### config.mk
export PLATFORM = sky130hd
export DESIGN_NAME = psychic5_frame_capture_flat
export DESIGN_NICKNAME = d
export VERILOG_FILES = /design/src/rtl/psychic5_frame_capture_if.sv /design/src/rtl/psychic5_frame_capture.sv /design/src/flat_wrapper.sv
export SDC_FILE = /design/constraint.sdc
export NUM_CORES = 1
export LEC_CHECK = 0
export BUFFER_PORTS_ARGS = -buffer_cell sky130_fd_sc_hd__buf_4
export CAP_MARGIN = 20
export CORE_MARGIN = 2
export CORE_UTILIZATION = 32
export DETAILED_ROUTE_END_ITERATION = 16
export PLACE_DENSITY = 0.63
export SLEW_MARGIN = 20
export SYNTH_ARGS = -nofsm -noshare
export SYNTH_HDL_FRONTEND = slang
export SYNTH_SLANG_ARGS = --single-unit
export TNS_END_PERCENT = 100
### constraint.sdc
create_clock -name i_EMU_MCLK -period 3.6 [get_ports i_EMU_MCLK]
set_input_delay 0.72 -clock i_EMU_MCLK [delete_from_list [all_inputs] [get_ports i_EMU_MCLK]]
set_output_delay 0.72 -clock i_EMU_MCLK [all_outputs]
set_load 0.02 [all_outputs]
### src/rtl/psychic5_frame_capture_if.sv
// Pixel-stream bus between the video core (master) and the frame capture block (slave).
// Carries the qualified input stream plus the per-pixel and per-frame capture results.
interface psychic5_frame_capture_if #(
    parameter int CBITS  = 4,
    parameter int FCNT_W = 8
);
    logic                  i_EMU_CLK6MPCEN_n;
    logic [8:0]            i_HCOUNTER;
    logic [8:0]            i_VCOUNTER;
    logic [3*CBITS-1:0]    i_VIDEODATA;

    logic                  o_PIX_VALID;
    logic [8:0]            o_PIX_X;
    logic [8:0]            o_PIX_Y;
    logic [3*CBITS-1:0]    o_PIX_DATA;
    logic                  o_FRAME_DONE;
    logic [FCNT_W-1:0]     o_FRAME_CNT;
    logic [16:0]           o_FRAME_PIXCNT;
    logic [15:0]           o_FRAME_CRC;
    logic                  o_SYNC_ERR;

    modport master (
        output i_EMU_CLK6MPCEN_n, i_HCOUNTER, i_VCOUNTER, i_VIDEODATA,
        input  o_PIX_VALID, o_PIX_X, o_PIX_Y, o_PIX_DATA,
        input  o_FRAME_DONE, o_FRAME_CNT, o_FRAME_PIXCNT, o_FRAME_CRC, o_SYNC_ERR
    );

    modport slave (
        input  i_EMU_CLK6MPCEN_n, i_HCOUNTER, i_VCOUNTER, i_VIDEODATA,
        output o_PIX_VALID, o_PIX_X, o_PIX_Y, o_PIX_DATA,
        output o_FRAME_DONE, o_FRAME_CNT, o_FRAME_PIXCNT, o_FRAME_CRC, o_SYNC_ERR
    );
endinterface

### src/rtl/psychic5_frame_capture.sv
// Windowed frame capture of the Psychic 5 pixel stream with per-frame count/CRC/done.
// Define FRAME_CAPTURE_CRC_EN to include the CRC-16-CCITT; otherwise o_FRAME_CRC is 0.
module psychic5_frame_capture #(
    parameter int CBITS   = 4,
    parameter int H_START = 0,
    parameter int H_END   = 255,
    parameter int V_START = 16,
    parameter int V_END   = 239,
    parameter int FCNT_W  = 8
) (
    input  logic                   i_EMU_MCLK,
    input  logic                   i_EMU_MRST,
    psychic5_frame_capture_if.slave bus
);
    localparam int PW = 3 * CBITS;

    generate
        if (PW > 16) begin : g_bad_cbits
            $error("psychic5_frame_capture: 3*CBITS exceeds 16");
        end
        if (H_START > H_END || V_START > V_END) begin : g_bad_window
            $error("psychic5_frame_capture: empty active window");
        end
    endgenerate

    localparam logic [8:0] H_S    = 9'(H_START);
    localparam logic [8:0] V_S    = 9'(V_START);
    localparam logic [8:0] H_SPAN = 9'(H_END - H_START);
    localparam logic [8:0] V_SPAN = 9'(V_END - V_START);

    localparam logic [1:0] IDLE    = 2'd0;
    localparam logic [1:0] CAPTURE = 2'd1;
    localparam logic [1:0] DONE    = 2'd2;

    logic [1:0]        state;
    logic [16:0]       cnt_run;
    logic              pix_valid, frame_done, sync_err;
    logic [8:0]        pix_x, pix_y;
    logic [PW-1:0]     pix_data;
    logic [FCNT_W-1:0] frame_cnt;
    logic [16:0]       frame_pixcnt;
    logic [15:0]       frame_crc;

    // Offsets wrap modulo 512, so a counter below the window start lands above the span.
    logic [8:0] x_off, y_off;
    logic       sample, in_h, in_v, start, take, abort, last;

    assign x_off  = bus.i_HCOUNTER - H_S;
    assign y_off  = bus.i_VCOUNTER - V_S;
    assign sample = !bus.i_EMU_CLK6MPCEN_n;
    assign in_h   = (x_off <= H_SPAN);
    assign in_v   = (y_off <= V_SPAN);
    assign start  = sample && (state == IDLE) && (x_off == 9'd0) && (y_off == 9'd0);
    assign abort  = sample && (state == CAPTURE) && !in_v;
    assign take   = start || (sample && (state == CAPTURE) && in_v && in_h);
    assign last   = take && (x_off == H_SPAN) && (y_off == V_SPAN);

    always_ff @(posedge i_EMU_MCLK) begin
        if (i_EMU_MRST) begin
            state        <= IDLE;
            cnt_run      <= '0;
            pix_valid    <= 1'b0;
            pix_x        <= '0;
            pix_y        <= '0;
            pix_data     <= '0;
            frame_done   <= 1'b0;
            frame_cnt    <= '0;
            frame_pixcnt <= '0;
            sync_err     <= 1'b0;
        end else begin
            // NOTE: non-blocking so every register sees the pre-edge values of its peers.
            pix_valid  <= take;
            frame_done <= (state == DONE);
            if (take) begin
                pix_x    <= x_off;
                pix_y    <= y_off;
                pix_data <= bus.i_VIDEODATA;
                cnt_run  <= start ? 17'd1 : cnt_run + 17'd1;
            end
            if (abort)
                sync_err <= 1'b1;
            if (state == DONE) begin
                frame_pixcnt <= cnt_run;
                frame_cnt    <= frame_cnt + 1'b1;
            end
            case (state)
                IDLE:    if (start) state <= last ? DONE : CAPTURE;
                CAPTURE: if (abort) state <= IDLE;
                         else if (last) state <= DONE;
                default: state <= IDLE;
            endcase
        end
    end

`ifdef FRAME_CAPTURE_CRC_EN
    logic [15:0] crc_run;

    // CRC-16-CCITT, MSB first, whole 16-bit word folded in a single cycle.
    function automatic logic [15:0] crc_step(input logic [15:0] crc, input logic [15:0] d);
        logic [15:0] c;
        c = crc;
        for (int i = 15; i >= 0; i--) begin
            if (c[15] ^ d[i]) c = {c[14:0], 1'b0} ^ 16'h1021;
            else              c = {c[14:0], 1'b0};
        end
        return c;
    endfunction

    always_ff @(posedge i_EMU_MCLK) begin
        if (i_EMU_MRST) begin
            crc_run   <= 16'hFFFF;
            frame_crc <= 16'h0000;
        end else begin
            if (take)
                crc_run <= crc_step(start ? 16'hFFFF : crc_run, 16'(bus.i_VIDEODATA));
            if (state == DONE)
                frame_crc <= crc_run;
        end
    end
`else
    assign frame_crc = 16'h0000;
`endif

    assign bus.o_PIX_VALID    = pix_valid;
    assign bus.o_PIX_X        = pix_x;
    assign bus.o_PIX_Y        = pix_y;
    assign bus.o_PIX_DATA     = pix_data;
    assign bus.o_FRAME_DONE   = frame_done;
    assign bus.o_FRAME_CNT    = frame_cnt;
    assign bus.o_FRAME_PIXCNT = frame_pixcnt;
    assign bus.o_FRAME_CRC    = frame_crc;
    assign bus.o_SYNC_ERR     = sync_err;
endmodule
### src/flat_wrapper.sv
// flat-port wrapper written by rule: the top's interface ports become plain ports
module psychic5_frame_capture_flat 
#(
    parameter int CBITS   = 4,
    parameter int H_START = 0,
    parameter int H_END   = 255,
    parameter int V_START = 16,
    parameter int V_END   = 239,
    parameter int FCNT_W  = 8
)
  (i_EMU_MCLK, i_EMU_MRST, bus_i_EMU_CLK6MPCEN_n, bus_i_HCOUNTER, bus_i_VCOUNTER, bus_i_VIDEODATA, bus_o_PIX_VALID, bus_o_PIX_X, bus_o_PIX_Y, bus_o_PIX_DATA, bus_o_FRAME_DONE, bus_o_FRAME_CNT, bus_o_FRAME_PIXCNT, bus_o_FRAME_CRC, bus_o_SYNC_ERR);
  psychic5_frame_capture_if #(.CBITS(CBITS), .FCNT_W(FCNT_W)) bus_i ();
  input  logic i_EMU_MCLK;
  input  logic i_EMU_MRST;
  input wire logic [$bits(bus_i.i_EMU_CLK6MPCEN_n)-1:0] bus_i_EMU_CLK6MPCEN_n;
  input wire logic [$bits(bus_i.i_HCOUNTER)-1:0] bus_i_HCOUNTER;
  input wire logic [$bits(bus_i.i_VCOUNTER)-1:0] bus_i_VCOUNTER;
  input wire logic [$bits(bus_i.i_VIDEODATA)-1:0] bus_i_VIDEODATA;
  output wire logic [$bits(bus_i.o_PIX_VALID)-1:0] bus_o_PIX_VALID;
  output wire logic [$bits(bus_i.o_PIX_X)-1:0] bus_o_PIX_X;
  output wire logic [$bits(bus_i.o_PIX_Y)-1:0] bus_o_PIX_Y;
  output wire logic [$bits(bus_i.o_PIX_DATA)-1:0] bus_o_PIX_DATA;
  output wire logic [$bits(bus_i.o_FRAME_DONE)-1:0] bus_o_FRAME_DONE;
  output wire logic [$bits(bus_i.o_FRAME_CNT)-1:0] bus_o_FRAME_CNT;
  output wire logic [$bits(bus_i.o_FRAME_PIXCNT)-1:0] bus_o_FRAME_PIXCNT;
  output wire logic [$bits(bus_i.o_FRAME_CRC)-1:0] bus_o_FRAME_CRC;
  output wire logic [$bits(bus_i.o_SYNC_ERR)-1:0] bus_o_SYNC_ERR;
  assign bus_i.i_EMU_CLK6MPCEN_n = bus_i_EMU_CLK6MPCEN_n;
  assign bus_i.i_HCOUNTER = bus_i_HCOUNTER;
  assign bus_i.i_VCOUNTER = bus_i_VCOUNTER;
  assign bus_i.i_VIDEODATA = bus_i_VIDEODATA;
  assign bus_o_PIX_VALID = bus_i.o_PIX_VALID;
  assign bus_o_PIX_X = bus_i.o_PIX_X;
  assign bus_o_PIX_Y = bus_i.o_PIX_Y;
  assign bus_o_PIX_DATA = bus_i.o_PIX_DATA;
  assign bus_o_FRAME_DONE = bus_i.o_FRAME_DONE;
  assign bus_o_FRAME_CNT = bus_i.o_FRAME_CNT;
  assign bus_o_FRAME_PIXCNT = bus_i.o_FRAME_PIXCNT;
  assign bus_o_FRAME_CRC = bus_i.o_FRAME_CRC;
  assign bus_o_SYNC_ERR = bus_i.o_SYNC_ERR;
  psychic5_frame_capture #(.CBITS(CBITS), .H_START(H_START), .H_END(H_END), .V_START(V_START), .V_END(V_END), .FCNT_W(FCNT_W)) u_core (.i_EMU_MCLK(i_EMU_MCLK), .i_EMU_MRST(i_EMU_MRST), .bus(bus_i));
endmodule
---- Word-level counts from Yosys, hierarchy flattened ----
Index checks and enable logic that the tools add are counted.
storage, ports and cells
  register bits ........................... 77
  input bits .............................. 33
  logic and storage cells ................. 43
cells by class
  $add $sub $neg .......................... 3
  $lt $le $gt $ge ......................... 2
  equal/unequal tests ..................... 6
  muxes and demuxes ....................... 6
  reduce and logical (&&, ||, !) cells .... 16
operators by type and width
  kind                                                 number
  == test 9 x 8 -> 1 bit, second input constant        2
  <= comparator 9 x 8 -> 1 bit, second input constant  2
  logical NOT 9 bit                                    2
  adder 17 x 1 -> 17 bit, second input constant        1
  two-way mux 17 bit                                   1
  logical AND 1 bit                                    9
  subtractor 9 x 5 -> 9 bit, second input constant     1
  adder 8 x 1 -> 8 bit, second input constant          1
  two-way mux 2 bit                                    4
  one-hot mux 2 bit (2 select lines)                   1
  != test 3 x 1 -> 1 bit, second input constant        1
  == test 2 x 1 -> 1 bit, second input constant        1
  == test 2 bit, second input constant                 1
  logical NOT 1 bit                                    2
  logical NOT 2 bit                                    1
  != test 2 x 1 -> 1 bit, second input constant        1
  AND reduction 2 bit                                  1
  logical OR 1 bit                                     1

---- Depth between registers and ports, before layout ----
Gate-level depths: netlist of run 1.
  word-level depth ........................ 10
  depth in mapped cells ................... 9
  mapped depth without buffers ............ 7

---- Worst setup path before layout of run 1 ----
OpenSTA, ideal clock, no wires.
  kind .................................... in2reg
  from .................................... in bus_i_VCOUNTER[4]
  to ...................................... reg u_core.pix_y[6] (netlist: u_core.bus.o_PIX_Y[6])
  library setup time ...................... 121 ps
  arrival time ............................ 2646 ps
  required time ........................... 3479 ps
  setup slack ............................. 833 ps
  stages .................................. 9
  path buffers ............................ 2
  path through ............................ inv_1 > ha_1 > nor3b_2 > mux2i_1 > or4_1 > clkbuf_1 > a21boi_4 > buf_6 > mux2_4
on the way
  longest elaborated chain between the ends .. 5
ends and longest elaborated chain
  item                            RTL line                      source
  start, declared                 flat_wrapper.sv:17            input wire logic [$bits(bus_i.i_VCOUNTER)-1:0] bus_i_VCOUNTER;
  subtractor 9 x 5 -> 9 bit *     psychic5_frame_capture.sv:49  assign y_off = bus.i_VCOUNTER - V_S;
  <= comparator 9 x 8 -> 1 bit    psychic5_frame_capture.sv:52  assign in_v = (y_off <= V_SPAN);
  logical AND 1 bit (2 in a row)  psychic5_frame_capture.sv:55  assign take = start || (sample && (state == CAPTURE) && in_v && in_h);
  logical OR 1 bit                psychic5_frame_capture.sv:55
  end signal, assigned            psychic5_frame_capture.sv:76  pix_y <= y_off;
  end, declared                   psychic5_frame_capture.sv:38  logic [8:0] pix_x, pix_y;
Mark *: on every way between the ends. The rest lies on a longest branch, timed or not.
A chain may end at the register's enable or synchronous reset.

---- Worst setup path in the final report of run 1 ----
  from .................................... in bus_i_VCOUNTER[4]
  to ...................................... reg u_core.pix_x[4] (netlist: u_core.bus.o_PIX_X[4])
on the way
  longest elaborated chain between the ends .. 5
ends and longest elaborated chain
  item                            RTL line                      source
  subtractor 9 x 5 -> 9 bit *     psychic5_frame_capture.sv:49
  via u_core.y_off[4]             psychic5_frame_capture.sv:45  logic [8:0] x_off, y_off;
  <= comparator 9 x 8 -> 1 bit    psychic5_frame_capture.sv:52
  logical AND 1 bit (2 in a row)  psychic5_frame_capture.sv:55
  logical OR 1 bit *              psychic5_frame_capture.sv:55
  end signal, assigned            psychic5_frame_capture.sv:75  pix_x <= x_off;
  end, declared                   psychic5_frame_capture.sv:38
The timed path passes the listed nets; every way through them passes the cells marked *.

==> results of run 1 <==
==> kinds of logic after synthesis <==
group	share of synthesized area, %
AOI/OAI and AO/OA	7.31
xor gates and xnor gates	1.94
adders and majority gates	1.73
buffers and inverters	7.48
DFF	42.7
muxes	11.6
other	0.104
and+or+nand+nor	27.2
==> sequential cells by signal (all words and copies together), names as in the netlist <==
name	cells
u_core.cnt_run	17
u_core.bus.o_FRAME_CNT	8
u_core.state	2
u_core.bus.o_PIX_Y	9
u_core.bus.o_SYNC_ERR	1
u_core.bus.o_PIX_VALID	1
u_core.bus.o_FRAME_DONE	1
u_core.bus.o_PIX_DATA	12
u_core.bus.o_FRAME_PIXCNT	17
u_core.bus.o_PIX_X	9
==> layer usage <==
layer	vias to the layer above	share of wire, %
met5	-	0
met4	0	2.4
met3	17	4.7
met2	74	49
met1	1455	44
li1	1595	-
==> synth_stat cells <==
library cell and count:
nor4_1 6, and3_1 5, nor3b_1 1, nor3b_2 1
xnor2_1 3, o211a_1 2, conb_1 1, a21boi_4 1
or3_1 4, inv_2 1, inv_1 7, or4_1 3
buf_6 1, nand2b_1 4, nor2b_1 5, mux2_4 1
mux2_1 2, nor2_1 16, nand3b_1 13, a22o_1 1
o31ai_1 2, clkbuf_1 18, buf_4 18, dfxtp_1 77
a21oi_1 25, nand2_1 95, o211ai_1 3, nor3_1 12
o21ai_0 7, xor2_1 5, nor4b_1 1, nand4_1 11
nand4b_1 1, and2_1 1, o22ai_1 3, ha_1 5
nand3_1 23, buf_1 7, or2_2 1, mux2i_1 38
==> area by class of cell <==
| class | instances | area, µm² |
|---|---|---|
| clock buffers | 10 | 229 |
| repair buffers | 94 | 706 |
| well taps | 140 | 175 |
| flip-flops and latches | 77 | 1540 |
| multi-input cells | 317 | 1860 |
| clock inverters | 6 | 70.1 |
| fillers | 1090 | 6330 |
| inverters | 8 | 30.0 |
==> through the flow <==
step                      power [W]  instance area, µm²
after global placement     0.000974                4310
after global routing        0.00194                4610
after detailed placement   0.000976                4310
final                       0.00186                4610
after CTS                   0.00189                4610
after floorplan            0.000945                3670
==> how the worst min path moves through the flow <==
| stage | depth (start not counted) | slack [ns] | end | startpoint |
|---|---|---|---|---|
| global placement | 2 | 0.45 | u_core.bus.o_PIX_X[0] | u_core.bus.o_PIX_X[0] |
| finish | 2 | 0.46 | u_core.bus.o_FRAME_PIXCNT[16] | u_core.bus.o_FRAME_PIXCNT[16] |
| CTS | 2 | 0.46 | u_core.bus.o_FRAME_PIXCNT[3] | u_core.bus.o_FRAME_PIXCNT[3] |
| detailed placement | 2 | 0.45 | u_core.bus.o_FRAME_PIXCNT[16] | u_core.bus.o_FRAME_PIXCNT[16] |
| floorplan | 2 | 0.44 | u_core.bus.o_FRAME_PIXCNT[16] | u_core.cnt_run[16] |
| global route | 2 | 0.47 | u_core.bus.o_FRAME_PIXCNT[7] | u_core.bus.o_FRAME_PIXCNT[7] |
==> worst max-delay path, delay by kind of cell <==
family          cells  cell delay [ns]
mux                 2             0.64
simple gates        2             0.49
buf+inv             3             0.65
compound gates      1             0.30
fa+ha+maj           1             0.22
==> where the power goes <==
part             switching, W  internal [W]
sequential     0.000000000635      0.000852
combinational       0.0000674     0.0000381
clock                0.000363      0.000542
==> impl_metrics.yaml, run 1 <==
global_route:
  grt.met3_usage_pct: 3.29
  gr-usage-met2_pct: 25.2
  grt_first_pass_wirelength_mm: 14.1
  grt_use_total_pct: 14.7
  grt_max_degree: 51
  grt_antenna_before_repair: 0
  grt_overflow: 0
  grtUsageMet1_pct: 17.6
  grt_pass1_vias: 2972
  grt-busiest-layer: "met2"
die:
  die_x_um: 110
  start_util_pct: 33.0
  core_mm2: 0.0109
  core.rowCount: 38
  die_y_um: 110
  io_pins: 107
  dieArea_mm2: 0.0121
logic_synthesis:
  syn_area_per_cell_um2: 8.38
  postSynthCellCount: 431
  yosysTopAreaCellShare_pct: 42.7
  synth_seq_cells: 77
  synth.yosys.warnings: 0
  syn_area_mm2: 0.00361
  synth.distinct_cells: 40
  yosys-top-cells-area: "dfxtp_1 (43%), mux2i_1 (11%), nand2_1 (9.9%)"
  yosysSeqAreaShare_pct: 42.7
  synth_top_cell_by_area: "dfxtp_1"
placement:
  hpwlAfterDp_mm: 5.93
  port_buffers: 90
  gp_congestion: 0.778
  pre_cts_ws_ns: 0.513
  dp_cells: 636
drt:
  drtIter0Drc: 145
  dr_total_vias: 3141
  drc_errors: 0
  vias_per_cell: 4.82
  firstDrtPassIters: 4
  finalWirelength_mm: 8.51
  ant_nets: 0
  routedWlPerCell_um: 13.0
cts:
  cts_root_buf: "clkbuf_16"
  clk_pin_slew_ns: 0.06
  cts_buffers: 9
  clk_path_buf_depth: 2
  insertion_delay_ns: 0.33
  cts_resized: 0
  tritoncts: "built"
  postCtsHoldBufs: 0
  clock_sinks: 77
  cts_setup_buffers: 0
  cts_max_level: 3
critical_path:
  r2r_setup_slack_ns: 1.55
  endpoint: "u_core.bus.o_PIX_X[4]"
  crit_path_top_delay_cell: "buf_4"
  worstPathRequired_ns: 3.86
  crit_type: "input pin to flip-flop"
  crit_arrival_ns: 3.03
  timing.rr.start: "u_core.state[1]"
  reg2regPathDepth: 6
  max_stage_delay_ns: 0.44
  startpoint_type: "input pin"
  cp_max_fo: 26
  reg2reg_to: "u_core.bus.o_PIX_X[8]"
  cp-startpoint: "bus_i_VCOUNTER[4]"
  endpoint_kind: "flip-flop"
  crit_chain: "buf_4 > inv_1 > ha_1 > nor3b_2 > mux2i_1 > or4_1 > a21boi_4 > buf_4 > mux2i_1"
cells_and_area:
  layout-drive-gt1-share_pct: 22.3
  n_antenna_cell: 0
  final_common_cell: "nand2_1"
  finalNetCount: 545
  final_util_pct: 42.1
  mostFrequentLayoutCells: "nand2_1 (95), buf_4 (94), dfxtp_1 (77), mux2i_1 (38), a21oi_1 (25)"
  syn_to_final_growth_pct: 27.6
  instances_no_fill: 652
sta:
  finalHoldViolCount: 0
  worst_hold_slack_ns: 0.456
  fin_ws_ns: 0.830
  finClkSkew_ns: 0.00767
  layout_min_cycle_time_ns: 2.77
  fin_tns_setup_ns: 0
  slew_headroom_pct: 50.4
  rsz0062_at_grt: "no"
  drv_slew: 0
  finalCritPeriodShare_pct: 77.0
  setup_viol: 0
  fmax_mhz: 361
  worst_pin_slew_ns: 0.745
pwr:
  vdd.ir_drop.worst_mv: 0.222
  powerDensity_mw_per_mm2: 404
  cellLeakagePower_nw: 2.00
worst_hold_path:
  hp-class: "flip-flop to flip-flop"
status:
  status: "completed"
flow_run:
  maxCapViolCount: 0
Power figures use the tool's default switching activity.
==> run 2, diff against run 1 <==
Settings changed: PLACE_DENSITY 0.63 to 0.65.
Clock period 3.6 ns to 2.4 ns, I/O delays scaled along.
==> impl_metrics.yaml, run 2 (synthesis results as in run 1) <==
status:
  status: "completed"
critical_path:
  endpoint_kind: "flip-flop"
  crit_type: "input pin to flip-flop"
  cp_max_fo: 11
  worstPathRequired_ns: 2.66
  crit_arrival_ns: 2.34
  startpoint_type: "input pin"
cells_and_area:
  final_common_cell: "buf_4"
  syn_to_final_growth_pct: 32.2
  fill_cells: 1079
  register_area_mm2: 0.00154
  finalNetCount: 558
  mostFrequentLayoutCells: "buf_4 (103), nand2_1 (95), dfxtp_1 (77), mux2i_1 (37), a21oi_1 (25)"
  multiInputGateArea_mm2: 0.00187
  finalInstanceArea_mm2: 0.00477
  n_antenna_cell: 0
  layout-drive-gt1-share_pct: 24.8
cts:
  cts_buffers: 9
  clock_sinks: 77
  insertion_delay_ns: 0.33
  clk_path_buf_depth: 2
  cts_resized: 0
  clk_pin_slew_ns: 0.06
  cts_max_level: 3
  cts_setup_buffers: 0
  postCtsHoldBufs: 0
  tritoncts: "built"
  cts_root_buf: "clkbuf_16"
global_route:
  gr-usage-met2_pct: 25.7
  grt_max_degree: 53
  grt_first_pass_wirelength_mm: 14.2
  grt_use_total_pct: 14.7
  grt_antenna_before_repair: 0
  grt-busiest-layer: "met2"
  grt.met3_usage_pct: 3.53
  grt_overflow: 0
  grt_pass1_vias: 3110
  grtUsageMet1_pct: 17.2
placement:
  port_buffers: 90
  dpl_cell_area_mm2: 0.00447
  pre_cts_ws_ns: -0.0341
  gp_congestion: 0.852
  hpwlAfterDp_mm: 6.22
sta:
  fin_ws_ns: 0.317
  fmax_mhz: 480
  drv_slew: 0
  slew_headroom_pct: 48.8
  layout_min_cycle_time_ns: 2.08
  worst_hold_slack_ns: 0.396
  setup_viol: 0
  finClkSkew_ns: 0.00876
  worst_pin_slew_ns: 0.768
  finalHoldViolCount: 0
  fin_tns_setup_ns: 0
  finalCritPeriodShare_pct: 86.8
  rsz0062_at_grt: "no"
drt:
  drtIter0Drc: 116
  vias_per_cell: 4.89
  drc_errors: 0
  routedWlPerCell_um: 13.0
  ant_nets: 0
  firstDrtPassIters: 4
  dr_total_vias: 3252
  finalWirelength_mm: 8.68
die:
  dieArea_mm2: 0.0121
  io_pins: 107
  core.rowCount: 38
  core_mm2: 0.0109
  die_y_um: 110
  start_util_pct: 33.0
  die_x_um: 110
flow_run:
  maxCapViolCount: 0
pwr:
  power_w: 0.00285
  vdd.ir_drop.worst_mv: 0.294
  cellLeakagePower_nw: 2.09
  powerDensity_mw_per_mm2: 597
worst_hold_path:
  hp-class: "input pin to flip-flop"
## run 2: layout make-up
class	count	area share (%)
Tap cell	140	3.67
Clock inverter	7	1.68
Sequential cell	77	32.3
Clock buffer	9	4.72
Timing Repair Buffer	107	17.9
Multi-Input combinational cell	317	39.1
Inverter	8	0.629
## run 2: power by group
group,leakage (nW),switching [W],internal [W],total (W)
Sequential,0.620,0.00000000101,0.00128,0.00128
Clock,0.149,0.000574,0.000822,0.00140
Combinational,1.32,0.000106,0.0000702,0.000176
## run 2: worst paths after layout
check                                from                           end  slack [ns]  depth (start not counted)
max                     bus_i_VCOUNTER[4]            u_core.cnt_run[12]        0.32                         10
min                    bus_i_VIDEODATA[4]      u_core.bus.o_PIX_DATA[4]        0.40                          3
max reg2reg               u_core.state[1]         u_core.bus.o_PIX_Y[7]        0.38                          6
min reg2reg  u_core.bus.o_FRAME_PIXCNT[2]  u_core.bus.o_FRAME_PIXCNT[2]        0.46                          2
## run 2: through the flow
| stage | instances | utilization, % |
|---|---|---|
| floorplan | 446 | - |
| global placement | 649 | 40.9 |
| detailed placement | 649 | 40.9 |
| CTS | 665 | 43.6 |
| global route | 665 | 43.6 |
| finish | 665 | 43.6 |
## run 2: layer usage
layer	share of wire, %	vias up
met5	0	-
met4	1.8	0
met3	5.1	14
met2	50	86
met1	43	1524
li1	-	1628
## run 2: worst max-delay path, stage by stage
cell	delay, ns
buf_4	0.11
inv_1	0.07
ha_2	0.22
nor3b_4	0.23
mux2i_2	0.10
buf_4	0.16
nand2b_1	0.16
buf_4	0.18
nor4b_1	0.37
mux2i_1	0.25
==> run 3, diff against run 2 <==
Settings changed: CELL_PAD_IN_SITES_DETAIL_PLACEMENT set to 0, CELL_PAD_IN_SITES_GLOBAL_PLACEMENT set to 1, CORE_MARGIN 2 to not set, PLACE_DENSITY 0.65 to 0.81, SLEW_MARGIN 20 to not set.
==> impl_metrics.yaml, run 3 (synthesis results as in run 1) <==
status:
  status: "completed"
pwr:
  powerDensity_mw_per_mm2: 572
  cellLeakagePower_nw: 2.13
  vdd.ir_drop.worst_mv: 0.292
critical_path:
  worstPathRequired_ns: 2.67
  cp_max_fo: 32
  crit_type: "input pin to flip-flop"
  startpoint_type: "input pin"
  reg2reg_to: "u_core.cnt_run[10]"
  r2r_setup_slack_ns: 0.30
  crit_arrival_ns: 2.49
  reg2regPathDepth: 6
  timing.rr.start: "u_core.state[1]"
  endpoint_kind: "flip-flop"
cts:
  cts_buffers: 9
  insertion_delay_ns: 0.33
  clk_pin_slew_ns: 0.06
  cts_max_level: 3
  tritoncts: "built"
  cts_setup_buffers: 0
  cts_root_buf: "clkbuf_16"
  clk_path_buf_depth: 2
  cts_resized: 0
  clock_sinks: 77
placement:
  port_buffers: 90
  gp_congestion: 0.819
  dpl_cell_area_mm2: 0.00452
  hpwlAfterDp_mm: 6.17
  pre_cts_ws_ns: -0.318
global_route:
  grt_first_pass_wirelength_mm: 14.3
  grt_antenna_before_repair: 0
  grt_use_total_pct: 15.8
  grt_overflow: 0
  grt_pass1_vias: 2955
  grt_max_degree: 54
drt:
  drc_errors: 0
  ant_nets: 0
  vias_per_cell: 4.82
  firstDrtPassIters: 4
  routedWlPerCell_um: 13.1
  finalWirelength_mm: 8.87
  dr_total_vias: 3253
  drtIter0Drc: 152
sta:
  drv_slew: 0
  fmax_mhz: 449
  finalCritPeriodShare_pct: 92.8
  finalHoldViolCount: 0
  rsz0062_at_grt: "no"
  fin_ws_ns: 0.173
  finClkSkew_ns: 0.00567
  slew_headroom_pct: 44.6
  worst_pin_slew_ns: 0.831
  setup_viol: 0
  layout_min_cycle_time_ns: 2.23
cells_and_area:
  finalInstanceArea_mm2: 0.00482
  syn_to_final_growth_pct: 33.4
  n_antenna_cell: 0
  final_util_pct: 44.1
  finalNetCount: 568
  layout-drive-gt1-share_pct: 26.2
  mostFrequentLayoutCells: "buf_4 (113), nand2_1 (95), dfxtp_1 (77), mux2i_1 (37), a21oi_1 (25)"
  final_common_cell: "buf_4"
die:
  dieArea_mm2: 0.0117
  die_x_um: 108
  die_y_um: 108
  start_util_pct: 33.0
  io_pins: 107
  core_mm2: 0.0109
  core.rowCount: 38
worst_hold_path:
  hp-class: "input pin to flip-flop"
  min_path_cells: 3
  min-delay-start: "bus_i_VIDEODATA[5]"
  min_to: "u_core.bus.o_PIX_DATA[5]"
flow_run:
  maxCapViolCount: 0
## run 3: power by group
group	internal (W)	switching, W
logic	0.0000808	0.000109
clock network	0.000735	0.000551
registers	0.00128	0.000000000988
total	0.00209	0.000660
## run 3: worst max-delay path, stage by stage
cell,delay [ns]
buf_4,0.09
inv_1,0.05
ha_2,0.18
buf_4,0.14
xnor2_1,0.19
nand4_1,0.12
or4_1,0.55
buf_4,0.27
o22ai_1,0.22
mux2i_1,0.19
## run 3: metal layers
metal | track usage (%) | vias up | share of wire, %
met4 | 7.83 | 0 | 2.5
met3 | 4.34 | 14 | 6.1
met1 | 18.9 | 1502 | 44
met2 | 25.8 | 85 | 48
li1 | - | 1652 | -
met5 | 0 | - | 0
## run 3: per-stage QoR
| step | TNS (ns) | std cells | hold WS [ns] | total power (W) |
|---|---|---|---|---|
| 6_report | 0 | 675 | 0.388 | 0.00275 |
| 3_5_place_dp | -6.35 | 658 | 0.449 | 0.00149 |
| 2_1_floorplan | 0 | 446 | 0.440 | 0.00142 |
| 3_3_place_gp | -4.29 | 658 | 0.445 | 0.00149 |
| 5_1_grt | 0 | 675 | 0.397 | 0.00288 |
| 4_1_cts | 0 | 674 | 0.377 | 0.00280 |
## run 3: worst max-delay path by stage
stage / from / end / slack (ns) / cells after the start
floorplan: bus_i_VCOUNTER[5] / u_core.bus.o_PIX_Y[6] / 0.06 / 9
CTS: bus_i_VCOUNTER[5] / u_core.bus.o_PIX_DATA[8] / 0.03 / 9
global route: bus_i_VCOUNTER[5] / u_core.cnt_run[5] / 0.07 / 10
finish: bus_i_VCOUNTER[5] / u_core.cnt_run[10] / 0.17 / 10
global placement: bus_i_VCOUNTER[5] / u_core.bus.o_PIX_DATA[9] / -0.24 / 9
detailed placement: bus_i_VCOUNTER[5] / u_core.bus.o_PIX_DATA[11] / -0.32 / 9
## run 3: area by class of cell
class	instances	area [µm²]
well taps	140	175
inverters	8	30.0
fillers	1093	6120
flip-flops and latches	77	1540
repair buffers	116	908
clock buffers	10	239
clock inverters	6	45.0
multi-input cells	318	1880
## run 3: what timing repair did
action,4_1_cts,5_1_grt
hold buffers,0,0
hold endpoints to repair,0,0
setup endpoints to repair,0,17
